File: config.mk
export PLATFORM = sky130hd
export DESIGN_NAME = ibex_rf_ecc_scrubber
export DESIGN_NICKNAME = d
export VERILOG_FILES = /design/src/rtl/ibex_ecc_pkg.sv /design/src/rtl/ibex_secded_39_32_check.sv /design/src/rtl/ibex_rf_ecc_scrubber.sv
export SDC_FILE = /design/constraint.sdc
export NUM_CORES = 1
export LEC_CHECK = 0
export ABC_AREA = 1
export ABC_CLOCK_PERIOD_IN_PS = 2400
export BUFFER_PORTS_ARGS = -buffer_cell sky130_fd_sc_hd__buf_2
export CAP_MARGIN = 25
export CORE_UTILIZATION = 51
export DETAILED_ROUTE_END_ITERATION = 6
export GPL_TIMING_DRIVEN = 0
export PLACE_DENSITY = 0.84
export SYNTH_ARGS = -nofsm -noshare
export SYNTH_HDL_FRONTEND = slang
export SYNTH_SLANG_ARGS = --single-unit
export TNS_END_PERCENT = 5
File: constraint.sdc
create_clock -name clk -period 2.4 [get_ports clk]
set_input_delay 0.24 -clock clk [delete_from_list [all_inputs] [get_ports clk]]
set_output_delay 0.24 -clock clk [all_outputs]
set_load 0.005 [all_outputs]
File: src/rtl/ibex_ecc_pkg.sv
// Shared SEC-DED (39,32) definitions for the register-file ECC path:
// H-matrix columns, syndrome classes, scrubber FSM states and the encoder.
package ibex_ecc_pkg;

    localparam int unsigned DataWidth = 32;
    localparam int unsigned EccWidth  = 39;
    localparam int unsigned SynWidth  = 7;

    // Data columns are the first 32 weight-3 vectors in ascending order; check
    // columns are unit vectors, so every column is odd weight and any double
    // error leaves an even, nonzero syndrome.
    localparam logic [SynWidth-1:0] HCol [EccWidth] = '{
        7'h07, 7'h0B, 7'h0D, 7'h0E, 7'h13, 7'h15, 7'h16, 7'h19,
        7'h1A, 7'h1C, 7'h23, 7'h25, 7'h26, 7'h29, 7'h2A, 7'h2C,
        7'h31, 7'h32, 7'h34, 7'h38, 7'h43, 7'h45, 7'h46, 7'h49,
        7'h4A, 7'h4C, 7'h51, 7'h52, 7'h54, 7'h58, 7'h61, 7'h62,
        7'h01, 7'h02, 7'h04, 7'h08, 7'h10, 7'h20, 7'h40
    };

    typedef enum logic [1:0] {
        CLEAN,
        CORR,
        UNCORR
    } ecc_class_e;

    typedef enum logic [1:0] {
        IDLE,
        READ,
        CHECK,
        WB
    } scrub_state_e;

    function automatic logic [EccWidth-1:0] ecc_encode(input logic [DataWidth-1:0] data);
        logic [SynWidth-1:0] chk;
        chk = '0;
        for (int i = 0; i < DataWidth; i++) begin
            if (data[i]) chk ^= HCol[i];
        end
        return {chk, data};
    endfunction

endpackage

File: src/rtl/ibex_secded_39_32_check.sv
// Combinational SEC-DED (39,32) checker: syndrome, error class and the
// single-bit-corrected codeword.
module ibex_secded_39_32_check
    import ibex_ecc_pkg::*;
(
    input  logic [EccWidth-1:0] i_word,
    output logic [SynWidth-1:0] o_syndrome,
    output ecc_class_e          o_class,
    output logic [EccWidth-1:0] o_corrected
);

    logic [SynWidth-1:0] w_syn;
    logic [EccWidth-1:0] w_flip;

    always_comb begin
        w_syn = '0;
        for (int i = 0; i < EccWidth; i++) begin
            if (i_word[i]) w_syn ^= HCol[i];
        end
    end

    // Columns are distinct, so at most one bit of w_flip can be set.
    always_comb begin
        w_flip = '0;
        for (int i = 0; i < EccWidth; i++) begin
            w_flip[i] = (w_syn == HCol[i]);
        end
    end

    always_comb begin
        o_class = UNCORR;
        if (w_syn == '0) begin
            o_class = CLEAN;
        end else if (|w_flip) begin
            o_class = CORR;
        end
    end

    assign o_syndrome  = w_syn;
    assign o_corrected = i_word ^ w_flip;

endmodule

File: src/rtl/ibex_rf_ecc_scrubber.sv
// Background scrubber for the ECC-protected register file: periodically reads
// x1..x(NumWords-1), writes back single-bit corrections, counts both classes.
module ibex_rf_ecc_scrubber
    import ibex_ecc_pkg::*;
#(
    parameter int unsigned NumWords      = 32,
    parameter int unsigned ScrubInterval = 1024,
    parameter int unsigned CntWidth      = 8
) (
    input  logic                clk,
    input  logic                rst_ni,
    input  logic                en_i,
    input  logic                core_we_i,
    input  logic [4:0]          core_waddr_i,
    output logic [4:0]          scrub_raddr_o,
    input  logic [38:0]         scrub_rdata_i,
    output logic                scrub_we_o,
    output logic [4:0]          scrub_waddr_o,
    output logic [38:0]         scrub_wdata_o,
    output logic                busy_o,
    output logic                uncorr_err_o,
    output logic [CntWidth-1:0] corr_cnt_o,
    output logic [CntWidth-1:0] uncorr_cnt_o
);

    localparam int unsigned         IntW      = $clog2(ScrubInterval);
    localparam logic [IntW-1:0]     IntReload = IntW'(ScrubInterval - 1);
    localparam logic [4:0]          LastPtr   = 5'(NumWords - 1);
    localparam logic [CntWidth-1:0] CntMax    = '1;

    scrub_state_e        r_state, w_state_nxt;
    logic [4:0]          r_ptr;
    logic [IntW-1:0]     r_int_cnt;
    logic [38:0]         r_word;
    logic                r_abort;
    logic [CntWidth-1:0] r_corr_cnt, r_uncorr_cnt;

    logic [SynWidth-1:0] w_syndrome;
    ecc_class_e          w_class;
    logic [38:0]         w_corrected;
    logic                w_collide, w_abort, w_advance, w_scrub_we, w_uncorr_pulse;

    ibex_secded_39_32_check u_check (
        .i_word      (r_word),
        .o_syndrome  (w_syndrome),
        .o_class     (w_class),
        .o_corrected (w_corrected)
    );

    // A core write to the word in flight makes our copy stale.
    assign w_collide = core_we_i && (core_waddr_i == r_ptr);
    assign w_abort   = r_abort || w_collide;

    always_comb begin
        w_state_nxt    = r_state;
        w_advance      = 1'b0;
        w_scrub_we     = 1'b0;
        w_uncorr_pulse = 1'b0;
        case (r_state)
            IDLE: begin
                if (en_i && r_int_cnt == '0) w_state_nxt = READ;
            end
            READ: begin
                w_state_nxt = CHECK;
            end
            CHECK: begin
                if (w_abort || w_syndrome == '0) begin
                    w_state_nxt = IDLE;
                    w_advance   = 1'b1;
                end else if (w_class == CORR) begin
                    w_state_nxt = WB;
                end else begin
                    w_state_nxt    = IDLE;
                    w_advance      = 1'b1;
                    w_uncorr_pulse = 1'b1;
                end
            end
            WB: begin
                if (w_abort) begin
                    w_state_nxt = IDLE;
                    w_advance   = 1'b1;
                end else if (!core_we_i) begin
                    w_scrub_we  = 1'b1;
                    w_state_nxt = IDLE;
                    w_advance   = 1'b1;
                end
            end
            default: w_state_nxt = IDLE;
        endcase
    end

    always_ff @(posedge clk or negedge rst_ni) begin
        if (!rst_ni) begin
            r_state      <= IDLE;
            r_ptr        <= 5'd1;
            r_int_cnt    <= IntReload;
            r_word       <= '0;
            r_abort      <= 1'b0;
            r_corr_cnt   <= '0;
            r_uncorr_cnt <= '0;
        end else begin
            r_state <= w_state_nxt;

            // Held reloaded outside IDLE so the interval restarts on re-entry.
            if (r_state != IDLE || !en_i) begin
                r_int_cnt <= IntReload;
            end else if (r_int_cnt != '0) begin
                r_int_cnt <= r_int_cnt - IntW'(1);
            end

            if (r_state == READ) begin
                r_word <= scrub_rdata_i;
            end else if (r_state == CHECK) begin
                r_word <= w_corrected;
            end

            if (r_state == IDLE) begin
                r_abort <= 1'b0;
            end else if (w_collide) begin
                r_abort <= 1'b1;
            end

            if (w_advance) begin
                r_ptr <= (r_ptr == LastPtr) ? 5'd1 : r_ptr + 5'd1;
            end

            if (w_scrub_we && r_corr_cnt != CntMax) begin
                r_corr_cnt <= r_corr_cnt + CntWidth'(1);
            end
            if (w_uncorr_pulse && r_uncorr_cnt != CntMax) begin
                r_uncorr_cnt <= r_uncorr_cnt + CntWidth'(1);
            end
        end
    end

    assign scrub_raddr_o = r_ptr;
    assign scrub_we_o    = w_scrub_we;
    assign scrub_waddr_o = w_scrub_we ? r_ptr : 5'd0;
    assign scrub_wdata_o = w_scrub_we ? r_word : 39'd0;
    assign busy_o        = (r_state != IDLE);
    assign uncorr_err_o  = w_uncorr_pulse;
    assign corr_cnt_o    = r_corr_cnt;
    assign uncorr_cnt_o  = r_uncorr_cnt;

endmodule

## Word-level counts from Yosys, hierarchy flattened

Index checks and enable logic that the tools add are counted.

- Bits in registers: 73
- Input bits: 48
- Output and inout port bits: 68

- $add $sub $neg: 4
- Eq/ne operators: 49
- Multiplexer cells: 65
- Bitwise operators: 39
- Reductions and logical operators: 18

Operators with widths:

| cell | count |
|---|---|
| $mux 39 | 3 |
| $eq 7x7->1 const B | 13 |
| $mux 7 | 13 |
| $not 3->3 | 27 |
| $eq 7x6->1 const B | 11 |
| $mux 6 | 11 |
| $eq 7x5->1 const B | 7 |
| $mux 5 | 9 |
| $reduce_or 39->1 | 1 |
| $xor 39x39->39 | 1 |
| $eq 7x4->1 const B | 4 |
| $mux 10 | 2 |
| $add 8x1->8 const B | 2 |
| $mux 2 | 8 |
| $mux 4 | 4 |
| $ne 8x8->1 const B | 2 |
| $eq 7x3->1 const B | 2 |
| $not 2->3 | 4 |
| $mux 1 | 11 |
| $logic_not 10->1 | 1 |
| $reduce_bool 10->1 | 1 |
| $sub 10x1->10 const B | 1 |
| $pmux 2 s4 | 1 |
| $reduce_bool 2->1 | 4 |
| 18 further kinds | 32 |

## Longest topological paths before layout

Gate-level depths: netlist of the first run.

- Word-level depth: 80
- Depth in mapped cells: 26
- Gate-level depth less buffers: 25

## By module

Synthesis of the first run repeated with hierarchy kept, for this count alone.

- Cell total of the unflattened synthesis: 1063
- Area total of the unflattened synthesis: 6576.3 um^2

By module, submodules not included:

| module | times used | cells an instance | area each (um^2) | seq. area each (um^2) |
|---|---|---|---|---|
| ibex_rf_ecc_scrubber | 1 | 539 | 4149.0 | 1840.5 |
| ibex_secded_39_32_check | 1 | 524 | 2427.3 | 0.0 |

## Least setup slack after synthesis of the first run

No wires, ideal clock.

- Path type: flip-flop to flip-flop
- Start point: reg r_word[3]
- End point: reg r_uncorr_cnt[2], in the netlist uncorr_cnt_o[2]
- Setup time: 0.122 ns
- Arrival time: 2.249 ns
- Data required time: 2.278 ns
- Setup slack: 0.029 ns
- Cell stages (with the launch flop): 26
- Period minus slack after synthesis: 2.371 ns
- Cell sequence: dfrtp_1 -> buf_4 -> nand2_1 -> inv_1 -> nor2_2 -> nand2_1 -> nand2_1 -> nand2_1 -> nand2_1 -> nand2_1 -> nand2_1 -> inv_1 -> nand2_2 -> nand2_4 -> nand2_2 -> nor2_1 -> nand2_1 -> nand2_1 -> nor2_1 -> nand2_1 -> nor2_4 -> nand3_4 -> nor2_8 -> nand2_4 -> nand2_2 -> o21ai_2

- Longest elaborated chain between the ends: 57
- Elaborated cells between the ends (all ways): 112
- Those cells by class: eq/ne (40); mux (40); bitwise (28); reduce/logical (4)

RTL lines:

| item | RTL line | RTL |
|---|---|---|
| start: declaration | ibex_rf_ecc_scrubber.sv:34 | `logic [38:0] r_word;` |
| start signal: assignment | ibex_rf_ecc_scrubber.sv:112 | `r_word <= scrub_rdata_i;` |
| start signal: assignment | ibex_rf_ecc_scrubber.sv:114 | `r_word <= w_corrected;` |
| $mux 4 * | ibex_secded_39_32_check.sv:18 | `if (i_word[i]) w_syn ^= HCol[i];` |
| $not 2->3 (no source line) | - |  |
| $mux 5 * (2 in a row) | ibex_secded_39_32_check.sv:18 |  |
| $not 3->3 (no source line) | - |  |
| $mux 5 * (2 in a row) | ibex_secded_39_32_check.sv:18 |  |
| $not 3->3 (no source line) | - |  |
| $mux 5 * (2 in a row) | ibex_secded_39_32_check.sv:18 |  |
| $not 2->3 (no source line) | - |  |
| [39 not listed] | - |  |
| $mux 2 | ibex_secded_39_32_check.sv:34 | `end else if (\|w_flip) begin` |
| $mux 2 | ibex_secded_39_32_check.sv:32 | `if (w_syn == '0) begin` |
| $eq 2x1->1 | ibex_rf_ecc_scrubber.sv:70 | `end else if (w_class == CORR) begin` |
| $mux 1 | ibex_rf_ecc_scrubber.sv:70 |  |
| $mux 1 * | ibex_rf_ecc_scrubber.sv:67 | `if (w_abort \|\| w_syndrome == '0) begin` |
| $mux 1 * | ibex_rf_ecc_scrubber.sv:59 | `case (r_state)` |
| via uncorr_err_o | ibex_rf_ecc_scrubber.sv:21 | `output logic uncorr_err_o,` |
| $logic_and 1x1->1 * | ibex_rf_ecc_scrubber.sv:130 | `if (w_uncorr_pulse && r_uncorr_cnt != CntMax) begin` |
| end signal: assignment | ibex_rf_ecc_scrubber.sv:131 | `r_uncorr_cnt <= r_uncorr_cnt + CntWidth'(1);` |
| end: declaration | ibex_rf_ecc_scrubber.sv:36 | `logic [CntWidth-1:0] r_corr_cnt, r_uncorr_cnt;` |

Mark *: on every way through the listed nets, which the timed path passes. The rest lies on a longest branch.
A chain may end at the register's enable or synchronous reset.

## Worst setup path in the final report of the first run

- Start point: reg r_word[6]
- End point: out uncorr_err_o

- Longest elaborated chain between the ends: 51
- Elaborated cells between the ends (all ways): 105
- Those cells by class: eq/ne (40); mux (37); bitwise (25); reduce/logical (3)

RTL lines:

| item | RTL line | RTL |
|---|---|---|
| $mux 5 * (2 in a row) | ibex_secded_39_32_check.sv:18 |  |
| $not 3->3 (no source line) | - |  |
| $mux 5 * (2 in a row) | ibex_secded_39_32_check.sv:18 |  |
| $not 2->3 (no source line) | - |  |
| $mux 6 * (2 in a row) | ibex_secded_39_32_check.sv:18 |  |
| $not 3->3 (no source line) | - |  |
| $mux 6 * (2 in a row) | ibex_secded_39_32_check.sv:18 |  |
| $not 3->3 (no source line) | - |  |
| [31 not listed] | - |  |
| $eq 7x3->1, or another cell as far along | ibex_secded_39_32_check.sv:26 | `w_flip[i] = (w_syn == HCol[i]);` |
| $reduce_or 39->1 | ibex_secded_39_32_check.sv:34 |  |
| $mux 2 | ibex_secded_39_32_check.sv:34 |  |
| $mux 2 | ibex_secded_39_32_check.sv:32 |  |
| $eq 2x1->1 | ibex_rf_ecc_scrubber.sv:70 |  |
| $mux 1 | ibex_rf_ecc_scrubber.sv:70 |  |
| $mux 1 * | ibex_rf_ecc_scrubber.sv:67 |  |
| $mux 1 * | ibex_rf_ecc_scrubber.sv:59 |  |
| end: declaration | ibex_rf_ecc_scrubber.sv:21 |  |

Mark *: on every way between the ends. The rest lies on a longest branch, timed or not.

==> summary.md, run 1 <==
| Metric | Value |
|---|---|
| Total gr overflow | `0` |
| Largest net degree at the start of global routing | `41` |
| Die Y | `111 µm` |
| All-Layer GR Usage | `0.355` |
| Seq cells post-synth | `73` |
| Fin crit period | `3.15 ns` |
| Share of the synthesized area in the top cell type | `0.256` |
| Largest family of logic cells by synthesized area | `simple AND/OR/NAND/NOR gates` |
| Post-DP HPWL | `15.4 mm` |
| Row cnt | `39` |
| Total power divided by cell area | `334 nW/µm²` |
| Global-route wire length before repair | `33.6 mm` |
| Worst EP required | `2.16 ns` |
| Sink Count | `73` |
| TritonCTS buffer count | `9` |
| Syn_nets | `1001` |
| Root Driver | `clkbuf_16` |
| Outcome | `finished, violations left` |
| DRC | `25` |
| Worst hold slack | `0.134 ns` |
| Final Hold Viols | `0` |
| Most frequent cells in the layout | `217 x nand2_1, 113 x buf_2, 80 x nor2_1, 67 x buf_4, 63 x inv_1` |
| Worst Tran Pin Value | `0.694 ns` |
| Clock-pin slew on the worst setup and hold paths | `0.07 ns` |
| Vias in the first global route | `6588` |
| RSZ-0062 raised after global routing | `yes` |
| Cells after synthesis | `943` |
| Number of routed nets with antenna violations | `0` |
| CTS tree | `yes` |
| Leak pwr | `0.00452 µW` |
| Critical path type | `reg -> out` |
| Synth Area in Compound Gates | `0.130` |
| Vias | `7499` |
| Adder-Cell Fraction of Synth Area | `0.0207` |
| Die Width | `111 µm` |
| Worst setup EP type | `output port` |
| Synth warn | `0` |
| Area growth syn-to-layout | `44.2%` |
| Max Slew Vio Count | `0` |
| Failing checks | `DRC, setup timing` |
| Commonest non-fill, non-tap cell in the layout | `nand2_1` |
| Final setup fails | `72` |
| DR WL/cell | `17.9 µm` |
| Reg2Reg Setup Slack | `-0.62 ns` |
| Worst Skew | `0.0116 ns` |
| Arr. time, crit path | `2.91 ns` |
| Initial Util | `0.526` |
| Detailed Route Iter0 Violations | `729` |
| Multiplexer share of the synthesized area | `0` |
| Cell taking the most area after synthesis | `dfrtp_1` |
| Crit share post-route | `1.31` |
| Max VDD drop | `0.387 mV` |
| CP Capture Point | `uncorr_err_o` |
| Clock Tree Buf Depth | `2` |
| Max-cap violation count | `0` |
| Startpoint types | `register` |
| CTS H-Tree Depth | `3` |
| Post-Route WL | `23.2 mm` |
| Min-delay worst type | `in -> reg` |
| Die area | `12300 µm²` |
| Worst r2r path cells | `22` |
| Ys async rst share | `1.00` |
| Worst-Skew Late Latency | `0.36 ns` |
| NumNets Final | `1203` |
| Initial antenna violation count | `0` |
| Vias per inst | `5.80` |
| Core footprint | `11500 µm²` |
| Worst rel slew slack | `0.537` |
| Fmax | `0.318 GHz` |
| R2r endpoint | `uncorr_cnt_o[5]` |
| Layout cell share with drive strength beyond 1 | `0.407` |
| Mapped Area | `6050 µm²` |
| Pre-Repair DR Iteration Count | `7` |
| Gpl congestion | `0.992` |
| I/O Buffers | `115` |
| Synth top area cells | `dfrtp_1 26%, nand2_1 17%, nor2_1 7.3%, nand3_1 6.4%, xor2_1 5.9%` |
| Simple-Gate Fraction of Synth Area | `0.377` |
| Yosys cell types | `41` |
| XOR/XNOR share of the synthesized area | `0.0822` |
| Worst setup margin | `-0.747 ns` |
| Synthesized area per cell | `6.42 µm²` |
| Post-synth top flop | `dfrtp_1` |
| Sequential cell area fraction in the yosys report | `0.304` |
| Worst flop-to-flop path startpoint | `r_word[6]` |
| Crit-path max FO | `5` |
| Post-synth EDFFs | `0` |
| Critical Path Start | `r_word[6]` |
| Io pins | `116` |
| Final Power | `2910 µW` |
==> worst max-delay path, cell delays in order, from the launching register on <==
cell and delay [ns]:
dfrtp_2 0.45, nand2_2 0.11, inv_2 0.05, nor2_4 0.17
nand2_1 0.11, nand2_2 0.14, nor2_2 0.05, nor2_2 0.16
nand3_2 0.15, nand2_8 0.16, inv_6 0.05, nand2_4 0.07
nor2_1 0.07, nand2_1 0.17, nand3_1 0.14, nor2_2 0.17
nand3_4 0.11, nor2_8 0.11, buf_6 0.10
==> Yosys cell counts (2+ instances only) <==
library cell    n
buf_2           4
nor3_1         13
nand4_1         6
dfstp_2        11
nor4_1          2
buf_4           2
o22ai_1        25
dfrtp_1        62
clkbuf_1       19
nand3_1        77
ha_1           10
a21oi_1        25
or2_2           2
o211ai_1       14
nand2_1       278
inv_1          78
nand3b_1        5
nor2_2          6
xor2_1         41
nor2_4          2
nand2_2        15
a211oi_1        2
inv_2          31
xnor2_1        14
o21ai_0        63
nand2_4         5
nor2_1        117
==> where the power goes <==
group | total, µW | internal [µW] | switching, µW
registers | 1240 | 1240 | 3.77
logic | 91.4 | 38.0 | 53.5
clock network | 1580 | 976 | 605
==> through the flow <==
stage          setup TNS (ns)  instances  area (µm²)  setup slack [ns]   util
2_1_floorplan               0        943        6050            0.0290      -
3_3_place_gp           -29.62       1201        6810            -0.661  0.591
3_5_place_dp           -29.40       1202        6830            -0.666  0.593
4_1_cts                -10.15       1260        7930            -0.617  0.689
5_1_grt                -24.05       1293        8730            -0.818  0.758
6_report               -14.91       1294        8730            -0.747  0.758
==> final cells by class <==
class / count / area (µm²)
buffer: 22 / 159
clock buffer: 11 / 253
sequential: 73 / 1870
antenna: 1 / 2.50
clock inverter: 5 / 85.1
multi-input combinational: 735 / 4440
fill: 871 / 2790
tap: 143 / 179
timing repair buffer: 194 / 1270
inverter: 110 / 472
==> worst min-delay path by stage <==
stage / slack [ns] / from / depth (start not counted) / endpoint
after global routing: 0.17 / scrub_rdata_i[11] / 3 / r_word[11]
after detailed placement: 0.22 / rst_ni / 1 / r_word[29]
after floorplan: -0.06 / rst_ni / 0 / corr_cnt_o[0]
after global placement: 0.48 / corr_cnt_o[5] / 1 / corr_cnt_o[5]
after CTS: 0.13 / scrub_rdata_i[32] / 3 / r_word[32]
final: 0.13 / scrub_rdata_i[32] / 3 / r_word[32]
==> metal layers <==
layer	part of all wire	vias up	GRT usage
met5	0	-	0
met4	0.069	0	0.231
met3	0.088	117	0.0569
met2	0.47	452	0.569
met1	0.37	3481	0.444
li1	-	3449	-
==> sequential cells by signal (all words and copies together) (netlist names) <==
signal / cells
r_word: 39
r_int_cnt: 10
corr_cnt_o: 8
uncorr_cnt_o: 8
scrub_raddr_o: 5
r_state: 2
r_abort: 1
==> cell families after synthesis <==
group           Yosys count
fa+ha+maj                10
buf+inv                 136
simple gates            530
compound gates          138
flops                    73
xor+xnor                 56
==> timing repair <==
action	in CTS	in global routing
hold endpoints to repair	23	0
hold buffers	1	0
cloned	1	0
pin swaps	35	67
setup buffers	43	37
endpoints found under the setup margin	99	104
resized for setup	129	156
(Power assumes the default switching activity.)
==> inputs of run 2 (changes only) <==
Settings changed: ABC_AREA 1 to 0, PLACE_DENSITY 0.84 to 0.85.
==> summary.md, run 2 <==
| Metric | Value |
|---|---|
| Outcome | `finished, violations left` |
| Failing checks | `setup timing` |
| Most frequent cells in the layout | `115 x buf_2, 95 x nand2_1, 82 x a21oi_1, 52 x buf_4, 49 x and2_1` |
| Post-Route WL | `24.6 mm (+5.9%)` |
| NetSw | `676 µW (+2.1%)` |
| Register bank with the most flops | `r_word` |
| Pre-Repair DR Iteration Count | `6 (-1)` |
| Syn_nets | `745 (-26%)` |
| Synth top area cells | `dfrtp_1 27%, xnor2_1 8.8%, a21oi_1 7.2%, nand2_1 6.6%, and2_1 5.6%` |
| Area growth syn-to-layout | `39.7%` |
| Number of flip-flops in the largest register | `39 (unchanged)` |
| Vias per inst | `6.79 (+17%)` |
| Worst Skew | `0.0161 ns (+0.00442 ns)` |
| Crit-path max FO | `10 (+5)` |
| Critical path type | `reg -> out` |
| Die area | `11800 µm² (-4.1%)` |
| CTS tree | `yes` |
| Share of the synthesized area in the top cell type | `0.267 (+0.0112)` |
| Startpoint types | `register` |
| Sw frac | `0.219 (-0.00815)` |
| Commonest cells in the netlist | `102 x nand2_1, 84 x a21oi_1, 62 x dfrtp_1` |
| Post-DP HPWL | `12.6 mm (-19%)` |
| Worst rel slew slack | `0.271 (-0.267)` |
| Seq cells post-synth | `73 (unchanged)` |
| Fin crit period | `3.75 ns (+0.605 ns)` |
| Row cnt | `38 (-2.6%)` |
| Total power divided by cell area | `381 nW/µm² (+14%)` |
| Yosys cell types | `71 (+73%)` |
| Largest net degree at the start of global routing | `59 (+44%)` |
| Cell taking the most area after synthesis | `dfrtp_1` |
| Core footprint | `11000 µm² (-4.6%)` |
| Synth warn | `0 (unchanged)` |
| Die Y | `109 µm (-2.1%)` |
| Commonest non-fill, non-tap cell in the layout | `buf_2` |
| Worst EP required | `2.16 ns (about the same)` |
| Initial antenna violation count | `0 (unchanged)` |
| Clock Tree Buf Depth | `2 (unchanged)` |
| Max VDD drop | `0.477 mV (+23%)` |
| Flop pwr share | `0.403 (-0.023)` |
| Max Slew Vio Count | `0 (unchanged)` |
| Total gr overflow | `0 (unchanged)` |
| TritonCTS buffer count | `9 (unchanged)` |
| Root Driver | `clkbuf_16` |
| Fmax | `0.266 GHz (-16%)` |
| Crit share post-route | `1.56 (+0.252)` |
| Number of routed nets with antenna violations | `0 (unchanged)` |
| Min-delay worst type | `in -> reg` |
| Mapped Area | `5800 µm² (-4.2%)` |
| Worst setup EP type | `output port` |
| Cells after synthesis | `687 (-27%)` |
| Largest regs | `r_word: 39 flops, r_int_cnt: 10 flops` |
| I/O Buffers | `115 (unchanged)` |
| NumNets Final | `926 (-23%)` |
| Io pins | `116 (unchanged)` |
| Post-synth top flop | `dfrtp_1` |
| Global-route wire length before repair | `31.9 mm (-5.2%)` |
| Die Width | `109 µm (-2.1%)` |
| Initial Util | `0.528 (+0.00250)` |
| Gate power share | `0.033 (+0.002)` |
| Layout cell share with drive strength beyond 1 | `0.407 (about the same)` |
| Internal power | `2410 µW (+7.0%)` |
| Max-cap violation count | `0 (unchanged)` |
| Sink Count | `73 (unchanged)` |
| Arr. time, crit path | `3.51 ns (+0.60 ns)` |
| Vias in the first global route | `5921 (-10%)` |
| Clock-pin slew on the worst setup and hold paths | `0.06 ns (about the same)` |
| Sequential cell area fraction in the yosys report | `0.317 (+0.0132)` |
| Clock power frac | `0.564 (+0.021)` |
| CTS H-Tree Depth | `3 (unchanged)` |
| Gpl congestion | `0.989 (-0.26%)` |
| Final Hold Viols | `0 (unchanged)` |
| Ys async rst share | `1.00 (unchanged)` |
| Detailed Route Iter0 Violations | `1198 (+64%)` |
| Post-synth EDFFs | `0 (unchanged)` |
| Leak pwr | `0.00382 µW (-15%)` |
| Placed cell areas | `6630 µm² (-2.9%)` |
| DR WL/cell | `24.2 µm (+35%)` |
| RSZ-0062 raised after global routing | `yes` |
| Worst-Skew Late Latency | `0.36 ns (about the same)` |
| Finished Cell Area | `8110 µm² (-7.1%)` |
| Dominant cell by count in the synthesized netlist | `nand2_1` |
| Vias | `6889 (-8.1%)` |
| Final setup fails | `62 (-14%)` |
| DRC | `0 (-100%)` |
| Worst hold slack | `0.197 ns (+0.0629 ns)` |
| Synthesized area per cell | `8.45 µm² (+32%)` |
| All-Layer GR Usage | `0.361 (+0.00617)` |
| Worst setup margin | `-1.35 ns (-0.605 ns)` |
| Worst Tran Pin Value | `1.09 ns (+0.393 ns)` |
-- run 2: cell count changes in the layout (fill, tap and decap cells not counted), sizes merged, moves of 9 or more --
cell    before  now
xnor3        0    9
nand2      298  103
o22ai       25    2
and2         0   54
inv        109   12
xor2        41   18
xnor2       15   65
and3         0    9
nand3       78   46
o211ai      14    4
nor2       127   28
o21ai       65   44
a21oi       25   86
buf        198  182
-- run 2: kinds of logic (layout without fill, tap and decap cells) --
family,count (synthesis),after routing,share of synthesized area
adder cells (fa/ha/maj),10,10,0.0216
AO/OA/AOI/OAI,160,160,0.159
AND/OR/NAND/NOR,292,292,0.254
XOR/XNOR,95,95,0.192
multiplexers,11,11,0.0205
buffers and inverters,46,232,0.0360
flip-flops,73,73,0.317
other,0,1,0
-- run 2: area by class of cell --
class | instances | area, µm²
antenna | 1 | 2.50
multi-input combinational | 568 | 4400
clock inverter | 6 | 138
inverter | 11 | 41.3
sequential | 73 | 1860
fill | 681 | 2880
clock buffer | 10 | 229
tap | 140 | 175
timing repair buffer | 173 | 1070
buffer | 32 | 193
-- run 2: repair_timing --
| action | in CTS | in global routing |
|---|---|---|
| pin swaps | 33 | 26 |
| hold buffers | 1 | 0 |
| setup buffers | 38 | 18 |
| setup endpoints to repair | 100 | 102 |
| resized for setup | 90 | 71 |
| hold endpoints to repair | 15 | 0 |
-- run 2: metrics by stage --
stage	util	setup TNS, ns	worst slack (ns)	power, µW	cells
after global placement	0.601	-49.22	-1.26	1350	942
after global routing	0.738	-49.61	-1.43	3140	1013
after detailed placement	0.604	-50.79	-1.26	1360	943
final	0.738	-46.72	-1.35	3090	1014
after CTS	0.698	-30.25	-1.21	3040	996
after floorplan	-	-15.50	-0.720	1280	687
-- run 2: power by group through the flow --
stage / clock network, µW / logic, µW / registers (µW)
after floorplan: 0 / 16.4 / 1260
after global placement: 0 / 84.7 / 1260
after detailed placement: 0 / 91.5 / 1260
after CTS: 1700 / 93.3 / 1240
after global routing: 1790 / 108 / 1240
final: 1740 / 100 / 1240
-- run 2: final timing paths --
| path | startpoint | end | slack (ns) | depth (start not counted) |
|---|---|---|---|---|
| min in group asynchronous | rst_ni | r_word[13] | 0.30 | 2 |
| hold reg to reg | uncorr_cnt_o[4] | uncorr_cnt_o[4] | 0.49 | 1 |
| max in group asynchronous | rst_ni | r_int_cnt[7] | 1.48 | 3 |
| setup / recovery | r_word[24] | uncorr_err_o | -1.35 | 11 |
| setup reg to reg | r_word[9] | r_state[0] | -1.25 | 11 |
| hold / removal | scrub_rdata_i[24] | r_word[24] | 0.20 | 3 |
-- run 2: critical path: stages (launching register included) --
cell and delay [ns]:
dfrtp_2 0.42, xnor3_2 0.47, xor2_2 0.20, xor2_2 0.33
xor2_2 0.31, clkbuf_8 0.26, a21oi_4 0.06, a41o_1 0.26
a311oi_2 0.33, and3_4 0.25, and3_4 0.18, buf_6 0.09
-- run 2: routing by layer --
layer,share of wire,track usage
met5,0,0
met4,0.097,0.217
met3,0.14,0.103
met2,0.42,0.538
met1,0.35,0.466
==> inputs of run 3 (changes only) <==
Settings changed: BUFFER_PORTS_ARGS -buffer_cell sky130_fd_sc_hd__buf_2 to -buffer_cell sky130_fd_sc_hd__buf_4.
==> summary.md, run 3 (synthesis results as in run 2) <==
| Metric | Value |
|---|---|
| Final Hold Viols | `0 (unchanged)` |
| Post-Route WL | `23.7 mm (-3.6%)` |
| Vias | `6703 (-2.7%)` |
| Max VDD drop | `0.394 mV (-17%)` |
| Critical path type | `reg -> out` |
| Worst hold slack | `0.154 ns (-0.0437 ns)` |
| Most used routing layer | `met2` |
| DP Cell Count | `942 (-0.11%)` |
| Met1 Use GR | `0.450 (-0.0166)` |
| Area growth syn-to-layout | `40.0%` |
| R2r endpoint | `uncorr_cnt_o[1]` |
| Fin cells | `1006 (-0.79%)` |
| Die Y | `109 µm (unchanged)` |
| RSZ-0062 raised after global routing | `yes` |
| Min-delay src | `scrub_rdata_i[3]` |
| Final setup fails | `77 (+24%)` |
| Global-route wire length before repair | `30.3 mm (-4.9%)` |
| Worst Hold Path EP | `r_word[3]` |
| Fin crit period | `4.00 ns (+0.249 ns)` |
| Vias in the first global route | `5715 (-3.5%)` |
| Crit share post-route | `1.67 (+0.104)` |
| Max-cap violation count | `0 (unchanged)` |
| Arr. time, crit path | `3.76 ns (+0.25 ns)` |
| Post-DP HPWL | `12.6 mm (+0.68%)` |
| CTS H-Tree Depth | `3 (unchanged)` |
| Commonest non-fill, non-tap cell in the layout | `buf_4` |
| Min-delay worst type | `in -> reg` |
| I/O Buffers | `115 (unchanged)` |
| Number of routed nets with antenna violations | `0 (unchanged)` |
| Crit-path max FO | `5 (-5)` |
| Initial antenna violation count | `0 (unchanged)` |
| Reg2Reg Setup Slack | `-1.40 ns (-0.15 ns)` |
| Initial Util | `0.528 (unchanged)` |
| Io pins | `116 (unchanged)` |
| Leak pwr | `0.00378 µW (-1.1%)` |
| Hold depth | `3 (unchanged)` |
| Number of flip-flops in the largest register | `39 (unchanged)` |
| All-Layer GR Usage | `0.339 (-0.0216)` |
| Startpoint types | `register` |
| Worst setup margin | `-1.60 ns (-0.249 ns)` |
| Die Width | `109 µm (unchanged)` |
| Fmax | `0.250 GHz (-6.2%)` |
| TritonCTS buffer count | `9 (unchanged)` |
| Worst flop-to-flop path startpoint | `r_word[9]` |
| Register bank with the most flops | `r_word` |
| Largest regs | `r_word: 39 flops, r_int_cnt: 10 flops` |
| Worst r2r path cells | `15 (+4)` |
| Clock-pin slew on the worst setup and hold paths | `0.07 ns (about the same)` |
| Row cnt | `38 (unchanged)` |
| # diodes | `0 (-1)` |
| Worst rel slew slack | `0.351 (+0.0804)` |
| Die area | `11800 µm² (unchanged)` |
| Failing checks | `DRC, setup timing` |
| Most frequent cells in the layout | `158 x buf_4, 100 x nand2_1, 82 x a21oi_1, 49 x dfrtp_1, 48 x and2_1` |
| CTS tree | `yes` |
| M3 GR Usage | `0.0735 (-0.0293)` |
| NumNets Final | `919 (-0.76%)` |
| Layout cell share with drive strength beyond 1 | `0.376 (-0.0302)` |
| Detailed Route Iter0 Violations | `1026 (-14%)` |
| Largest net degree at the start of global routing | `74 (+25%)` |
| Total gr overflow | `0 (unchanged)` |
| Max Slew Vio Count | `0 (unchanged)` |
| Sink Count | `73 (unchanged)` |
| Root Driver | `clkbuf_16` |
| Total power divided by cell area | `358 nW/µm² (-6.0%)` |
| Finished Cell Area | `8130 µm² (+0.22%)` |
| Worst Tran Pin Value | `0.967 ns (-0.120 ns)` |
| Worst-Skew Late Latency | `0.36 ns (about the same)` |
| DR WL/cell | `23.5 µm (-2.9%)` |
| Pre-Repair DR Iteration Count | `7 (+1)` |
| Gpl congestion | `1.00 (+1.2%)` |
| Clock Tree Buf Depth | `2 (unchanged)` |
| Core footprint | `11000 µm² (unchanged)` |
| Vias per inst | `6.66 (-1.9%)` |
| DRC | `1 (+1)` |
| Worst Skew | `0.0105 ns (-0.00554 ns)` |
| Worst setup EP type | `output port` |
| Worst EP required | `2.16 ns (about the same)` |
| Placed cell areas | `6890 µm² (+3.9%)` |
| Routing usage on met2 | `0.511 (-0.0267)` |
| Outcome | `finished, violations left` |
## run 3: cell count changes in the layout (fill, tap and decap cells not counted), moves of 4 or more
cell / previous run / this run
dfrtp_2: 19 / 13
nor3_4: 5 / 1
nand3_1: 45 / 41
nand2_1: 95 / 100
buf_2: 115 / 1
nor2_4: 8 / 3
xnor2_1: 33 / 39
buf_4: 52 / 158
nand3_2: 1 / 5
xnor2_2: 28 / 21
dfrtp_1: 43 / 49
## run 3: routing by layer
layer	vias up	routed length (µm)
met2	659	10200
met1	3101	8160
met5	-	0
met3	211	3300
met4	0	1980
li1	2732	-
## run 3: worst max path at each step
stage                from          endpoint  depth (start not counted)
6_report        r_word[9]      uncorr_err_o                         14
5_1_grt         r_word[9]      uncorr_err_o                         14
4_1_cts        r_word[16]      uncorr_err_o                         13
3_5_place_dp   r_word[24]  scrub_raddr_o[4]                         11
3_3_place_gp   r_word[24]  scrub_raddr_o[1]                         11
2_1_floorplan  r_word[24]  scrub_raddr_o[1]                         11
## run 3: critical path, cell delays in order, from the launching register on
cell	delay, ns
dfrtp_2	0.48
xor2_2	0.22
xnor2_2	0.35
xor3_1	0.52
buf_4	0.17
nand3_2	0.11
o21ai_4	0.13
buf_4	0.15
buf_4	0.12
a21oi_2	0.26
nor2_2	0.11
nor4_4	0.23
and3_4	0.26
and3_4	0.19
buf_6	0.09
## run 3: layout make-up
type	instances	area, µm²
clock inverter	6	90.1
timing repair buffer	164	1280
multi-input combinational	568	4250
inverter	11	41.3
clock buffer	10	229
buffer	34	195
tap	140	175
sequential	73	1860
fill	715	2860
## run 3: timing repair
| item | in CTS | in global routing |
|---|---|---|
| hold buffers | 0 | 1 |
| endpoints found under the setup margin | 100 | 105 |
| gates resized for setup | 45 | 76 |
| hold endpoints to repair | 0 | 62 |
| pin swaps | 22 | 26 |
| gates cloned | 0 | 0 |
| buffers inserted | 25 | 24 |
## run 3: metrics by stage
step	total power, µW	setup WS (ns)	TNS (ns)	util
floorplan	1280	-0.720	-15.50	-
global placement	1370	-1.26	-47.71	0.627
detailed placement	1370	-1.27	-51.55	0.627
CTS	2850	-1.28	-64.31	0.695
global route	2960	-1.71	-64.39	0.740
finish	2910	-1.60	-56.93	0.740
## run 3: report_power, final
group	switching, µW	internal (µW)
registers	5.15	1240
logic	55.8	62.7
clock network	628	916
total	689	2220
